<file path="src/rtl/rv_cpu.sv">
// Single-cycle RV32I execute core: PC, 32x32 register file, decode and ALU.
// Optional macro CPU_MUL_EN adds the MUL instruction (OP, funct7=0000001, funct3=000).
module rv_cpu #(
  parameter int unsigned      XLEN     = 32,
  parameter logic [XLEN-1:0]  RESET_PC = 32'h0000_0000
) (
  input  logic            clk,
  input  logic            rst,
  input  logic [31:0]     instr,
  output logic [XLEN-1:0] rd_out
);

  localparam logic [6:0] OpLui    = 7'b0110111;
  localparam logic [6:0] OpAuipc  = 7'b0010111;
  localparam logic [6:0] OpJal    = 7'b1101111;
  localparam logic [6:0] OpJalr   = 7'b1100111;
  localparam logic [6:0] OpImm    = 7'b0010011;
  localparam logic [6:0] OpReg    = 7'b0110011;
  localparam logic [6:0] OpBranch = 7'b1100011;

  logic [XLEN-1:0] rf_q [32];
  logic [XLEN-1:0] pc_q, pc_d;
  logic [XLEN-1:0] result;
  logic            wb_en;

  logic [6:0] opcode, funct7;
  logic [4:0] rd, rs1, rs2, shamt;
  logic [2:0] funct3;
  logic [XLEN-1:0] imm_i, imm_u, imm_b, imm_j;
  logic [XLEN-1:0] rs1_val, rs2_val, op_b, pc_plus4;
  logic            take;

  assign opcode = instr[6:0];
  assign rd     = instr[11:7];
  assign funct3 = instr[14:12];
  assign rs1    = instr[19:15];
  assign rs2    = instr[24:20];
  assign funct7 = instr[31:25];

  assign imm_i = {{20{instr[31]}}, instr[31:20]};
  assign imm_u = {instr[31:12], 12'b0};
  assign imm_b = {{19{instr[31]}}, instr[31], instr[7], instr[30:25], instr[11:8], 1'b0};
  assign imm_j = {{11{instr[31]}}, instr[31], instr[19:12], instr[20], instr[30:21], 1'b0};

  // x0 is hard-wired to zero on the read side.
  assign rs1_val  = (rs1 == 5'd0) ? '0 : rf_q[rs1];
  assign rs2_val  = (rs2 == 5'd0) ? '0 : rf_q[rs2];
  assign pc_plus4 = pc_q + 32'd4;

  // OP-IMM and OP share the ALU; only the second operand and shift amount differ.
  assign op_b  = (opcode == OpImm) ? imm_i : rs2_val;
  assign shamt = op_b[4:0];

  always_comb begin
    wb_en  = 1'b0;
    result = '0;
    pc_d   = pc_plus4;
    take   = 1'b0;
    unique case (opcode)
      OpLui: begin
        wb_en  = 1'b1;
        result = imm_u;
      end
      OpAuipc: begin
        wb_en  = 1'b1;
        result = pc_q + imm_u;
      end
      OpJal: begin
        wb_en  = 1'b1;
        result = pc_plus4;
        pc_d   = pc_q + imm_j;
      end
      OpJalr: begin
        if (funct3 == 3'b000) begin
          wb_en  = 1'b1;
          result = pc_plus4;
          pc_d   = (rs1_val + imm_i) & ~32'd1;
        end
      end
      OpImm, OpReg: begin
        wb_en = 1'b1;
        unique case (funct3)
          3'b000: result = rs1_val + op_b;
          3'b010: result = {31'b0, $signed(rs1_val) < $signed(op_b)};
          3'b011: result = {31'b0, rs1_val < op_b};
          3'b100: result = rs1_val ^ op_b;
          3'b110: result = rs1_val | op_b;
          3'b111: result = rs1_val & op_b;
          3'b001: result = rs1_val << shamt;
          default: result = instr[30] ? $unsigned($signed(rs1_val) >>> shamt)
                                      : rs1_val >> shamt;
        endcase
        if (opcode == OpImm) begin
          if (funct3 == 3'b001 && funct7 != 7'b0000000) wb_en = 1'b0;
          if (funct3 == 3'b101 && funct7 != 7'b0000000 && funct7 != 7'b0100000) wb_en = 1'b0;
        end else if (funct7 == 7'b0100000) begin
          if (funct3 == 3'b000) result = rs1_val - rs2_val;
          else if (funct3 != 3'b101) wb_en = 1'b0;
`ifdef CPU_MUL_EN
        end else if (funct7 == 7'b0000001) begin
          wb_en  = (funct3 == 3'b000);
          result = rs1_val * rs2_val;
`endif
        end else if (funct7 != 7'b0000000) begin
          wb_en = 1'b0;
        end
      end
      OpBranch: begin
        unique case (funct3)
          3'b000:  take = (rs1_val == rs2_val);
          3'b001:  take = (rs1_val != rs2_val);
          3'b100:  take = $signed(rs1_val) < $signed(rs2_val);
          3'b101:  take = $signed(rs1_val) >= $signed(rs2_val);
          3'b110:  take = rs1_val < rs2_val;
          3'b111:  take = rs1_val >= rs2_val;
          default: take = 1'b0;
        endcase
        if (take) pc_d = pc_q + imm_b;
      end
      default: ;
    endcase
  end

  always_ff @(posedge clk or negedge rst) begin
    if (!rst) begin
      for (int i = 0; i < 32; i++) rf_q[i] <= '0;
      pc_q   <= RESET_PC;
      rd_out <= '0;
    end else begin
      // No misalignment trap: the low two target bits are simply dropped.
      pc_q <= pc_d & ~32'd3;
      if (wb_en) begin
        if (rd != 5'd0) rf_q[rd] <= result;
        rd_out <= (rd == 5'd0) ? '0 : result;
      end
    end
  end

endmodule

</file>
<file path="config.mk">
export PLATFORM = sky130hd
export DESIGN_NAME = rv_cpu
export DESIGN_NICKNAME = d
export VERILOG_FILES = /design/src/rtl/rv_cpu.sv
export SDC_FILE = /design/constraint.sdc
export NUM_CORES = 2
export LEC_CHECK = 0
export CAP_MARGIN = 40
export CORE_AREA = 2 2 344 346
export DETAILED_ROUTE_END_ITERATION = 7
export DIE_AREA = 0 0 346 348
export GPL_TIMING_DRIVEN = 1
export PLACE_DENSITY = 0.91
export SLEW_MARGIN = 20
export SYNTH_ARGS = -nofsm -noshare
export SYNTH_HDL_FRONTEND = slang
export SYNTH_SLANG_ARGS = --single-unit
</file>
<file path="constraint.sdc">
create_clock -name clk -period 6.6 [get_ports clk]
set_clock_uncertainty 0.05 [all_clocks]
set_input_delay 1.32 -clock clk [delete_from_list [all_inputs] [get_ports clk]]
set_output_delay 1.32 -clock clk [all_outputs]
set_load 0.05 [all_outputs]
</file>
==> results of run 1 <==
-- cell usage after synthesis (all sizes together) (48+ instances only) --
cell type and count:
dfrtp 1086, xor2 63, clkbuf 470, inv 135, o211ai 48, nor3 120, a21o 70, a31oi 83
buf 277, a21oi 484, nor2 489, a211oi 138, o21ai 1005, mux4 479, nand2 1179, or3 61
a22oi 72, nand3 87, ha 212, o31ai 98, xnor2 83, mux2i 372, o221ai 57
-- through the flow --
step / worst slack (ns) / TNS [ns] / instances / area (sq um) / hold slack, ns
4_1_cts: 0.0172 / 0 / 9764 / 86400 / 0.340
3_5_place_dp: -0.741 / -229.06 / 9568 / 82700 / 0.326
3_3_place_gp: -0.774 / -145.84 / 9554 / 82500 / 0.314
2_1_floorplan: -0.555 / -51.52 / 7861 / 75600 / 0.375
-- kinds of logic after synthesis --
family          count (synthesis)  share of synthesized area, %
flops                        1086                          36.1
buf+inv                       883                          5.56
simple gates                 2225                          13.0
mux                           897                          20.0
fa+ha+maj                     217                          3.65
xor+xnor                      146                          1.70
compound gates               2407                          20.1
-- repair_timing --
item	in CTS
buffers inserted	0
resized for setup	5
setup endpoints to repair	47
-- metal layers --
layer	GRT overflow	track usage, %
met5	2	65.7
met4	58	74.8
met3	13	73.9
met2	75	85.2
met1	19	73.2
==> results.cfg, run 1 <==
[yosys]
synth_top_area_share_pct = 36.1
synthArstFlopShare_pct = 100
synth_edf_count = 0
synth_fp_nets = 8112
synth.ff_latch_count = 1086
synthTopCellsByArea = dfrtp_1, mux4_2, nand2_1
synth_ff_type = dfrtp_1
ys_warn_count = 0
ys_types = 120
ys_seq_area_share_pct = 36.1
syn-instance-count = 7861
yosysTopAreaCell = dfrtp_1
postSynthAreaPerCell_sq_um = 9.59
synth_area_sq_um = 75400

[clock_tree]
root_buffer = clkbuf_16
htreeDepth = 3
clkSinkCount = 1086
numCtsBuffers = 108
cts_hold_buf = 0
clk_path_buf_depth = 3

[die]
io_pins = 66
rows = 126
fp.dieW_um = 346
die_h_um = 348
start_util_pct = 64.4

[outcome]
outcome = stopped before the end
stop_error = [ERROR GRT-0232] Routing congestion too high. Check the congestion heatmap in the GUI.
failed_stage = 5_1_grt

[grt]
grt_max_degree = 190
grt.total_usage_pct = 76.8
overflow = 167

[place]
io_buffers = 65
hpwl_mm = 221
routabilityCongestion = 1.34
==> inputs of run 2 (changes only) <==
Settings changed: CORE_AREA 2 2 344 346 to 2 2 438 440, DIE_AREA 0 0 346 348 to 0 0 440 442, PLACE_DENSITY 0.91 to default, PLACE_DENSITY_LB_ADDON from default to 0.15.
==> results.cfg, run 2 <==
[outcome]
outcome = finished, violations left
violations = setup timing

[cells_and_area]
largest-register = rf_q
largestRegisters = rf_q x1024, rd_out x32, pc_q x30
final_common_cell = nand2_1
syn2layout_area_growth_pct = 21.9
fin_util_pct = 48.4
final_cell_mix = nand2_1, dfrtp_1, buf_4
largest_reg_flops = 1024
drive_gt1_share_pct = 26.0
nets = 8787

[yosys]
syn-instance-count = 7861
synthAdderAreaFrac_pct = 3.65
synth_top_family_by_area = compound AO/OA/AOI/OAI gates
synth_ff_type = dfrtp_1
synth_fp_nets = 8112
synthSimpleGateAreaFrac_pct = 13.0
synth_top_area_share_pct = 36.1
postSynthAreaPerCell_sq_um = 9.59
synth_area_sq_um = 75400
synthTopCellsByCount = nand2_1, dfrtp_1, o21ai_0
synthTopCellsByArea = dfrtp_1, mux4_2, nand2_1
ys_types = 120
synthArstFlopShare_pct = 100
synth_xor_area_share_pct = 1.70
synth_most_common_cell = nand2_1
synth_edf_count = 0
synth_compound_area_share_pct = 20.1
yosysTopAreaCell = dfrtp_1
ys_warn_count = 0
synth.ff_latch_count = 1086
ys_seq_area_share_pct = 36.1
muxShareOfSynthArea_pct = 20.0

[grt]
grt_pass1_wl_mm = 522
first_global_vias = 69182
grt_max_degree = 165
overflow = 0
grt.total_usage_pct = 37.4
antenna_found_initial = 24

[clock_tree]
root_buffer = clkbuf_16
cts_tree = done
path_clk_slew_ns = 0.06
clk_path_buf_depth = 3
clk_latency_ns = 0.84
htreeDepth = 4
numCtsBuffers = 132
cts_hold_buf = 0
clkSinkCount = 1086

[sta]
fin_ws_ns = -0.0105
finalSetupTns_ns = -0.0148
fin_crit_ns = 6.61
tightestPinTransition_ns = 1.12
fmax_mhz = 151
slew_violations = 0
slew_headroom_pct = 25.5
finalSetupViolations = 2
hold_viol_final = 0
fin_crit_sh_pct = 100

[flow_run]
maxCapViolCount = 0

[die]
io_pins = 66
fp.dieW_um = 440
start_util_pct = 39.8
die_area_sq_um = 194000
rows = 160
die_h_um = 442
coreArea_sq_um = 190000

[routing]
drt_pass1_iterations = 8
drt-vias-per-instance = 6.36
drtIter0Drc = 8838
wl_per_cell_um = 33.0
wl_mm = 368
via_count = 71036
antenna_left = 0
drcViolationCount = 0

[setup_path]
crit_buf_inv = 6
cp.arrival_ns = 7.26
path_max_fanout = 16
slowest_stage = mux4_2
worstPathCellList = buf_16, buf_16, mux4_2, mux4_2, nand2_1, nand2_2, nand2_1, o21ai_0, ha_1, or4b_4, or4_1, or2_0, a2111o_1, a32oi_4, a311oi_2, o21ai_2, buf_4, nand3_1, nor3b_2, o41ai_4, buf_4, buf_12, buf_8, o21ai_1
crit_type = in -> reg
startpoint_type = input pin
crit_required_ns = 7.25
cp_top_family = simple AND/OR/NAND/NOR gates
worstSetupEndpointType = flop
slowest_delay_ns = 0.52

[place]
io_buffers = 65
routabilityCongestion = 1.04
dp_slack_ns = -0.944
hpwl_mm = 270

[power_and_ir_drop]
powerDensity_nw_per_um2 = 214
p_leak_nw = 39.1
peakVddDrop_mv = 0.236

[min_path]
hold_path_class = reg -> reg
## run 2: routing by layer
layer | GRT usage [%] | wire length [um] | vias to the layer above
met5 | 0 | 49 | -
met3 | 8.46 | 35300 | 854
met4 | 20.2 | 23500 | 8
met2 | 56.0 | 161000 | 3854
li1 | - | - | 30486
met1 | 50.1 | 148000 | 35834
## run 2: kinds of logic after synthesis
group / after synthesis
AO/OA/AOI/OAI: 2407
AND/OR/NAND/NOR: 2225
flip-flops: 1086
multiplexers: 897
buffers and inverters: 883
adder cells (fa/ha/maj): 217
XOR/XNOR: 146
## run 2: power by group
part,switching (W),internal (W)
clock network,0.00329,0.00435
registers,0.000191,0.00678
logic,0.00309,0.00191
## run 2: metrics by stage
stage	cells	instance area [sq um]	total power (W)	hold WS, ns
finish	11164	91800	0.0196	0.343
global route	11155	91800	0.0203	0.358
CTS	11138	91500	0.0196	0.346
detailed placement	10898	86900	0.0119	0.333
global placement	10892	86900	0.0119	0.317
floorplan	7861	75600	0.00983	0.375
## run 2: timing repair
action | CTS | global route
pin swaps | 0 | 6
resized for setup | 3 | 37
cloned | 0 | 5
setup buffers | 0 | 6
endpoints found under the setup margin | 47 | 411
## run 2: worst reg2reg max path, delay by kind of cell (launching register included)
kind	cells	cell delay, ns
buffers and inverters	4	0.65
adder cells (fa/ha/maj)	1	0.33
AO/OA/AOI/OAI	7	1.73
flip-flops	1	0.42
multiplexers	2	0.99
AND/OR/NAND/NOR	8	1.76
## run 2: cell type report
| class | count | area (sq um) |
|---|---|---|
| antenna | 11 | 27.5 |
| clock buffer | 181 | 3770 |
| clock inverter | 59 | 742 |
| fill | 17715 | 97700 |
| inverter | 136 | 518 |
| multi-input combinational | 5892 | 44600 |
| sequential | 1086 | 27200 |
| tap | 2511 | 3140 |
| timing repair buffer | 1288 | 11900 |
## run 2: worst paths after layout
kind	startpoint	endpoint	slack (ns)	cells after the start
worst max-delay path	instr[20]	rf_q[60]$_DFFE_PN0P_	-0.01	24
worst max register to register	rf_q[558]$_DFFE_PN0P_	rf_q[60]$_DFFE_PN0P_	0.55	22
worst min-delay path	rf_q[1001]$_DFFE_PN0P_	rf_q[1001]$_DFFE_PN0P_	0.34	0
min in group asynchronous	rst	pc_q[14]$_DFF_PN0_	0.44	1
max in group asynchronous	rst	rf_q[540]$_DFFE_PN0P_	4.49	2
worst min register to register	rf_q[1001]$_DFFE_PN0P_	rf_q[1001]$_DFFE_PN0P_	0.34	0
Power figures use the tool's default switching activity.
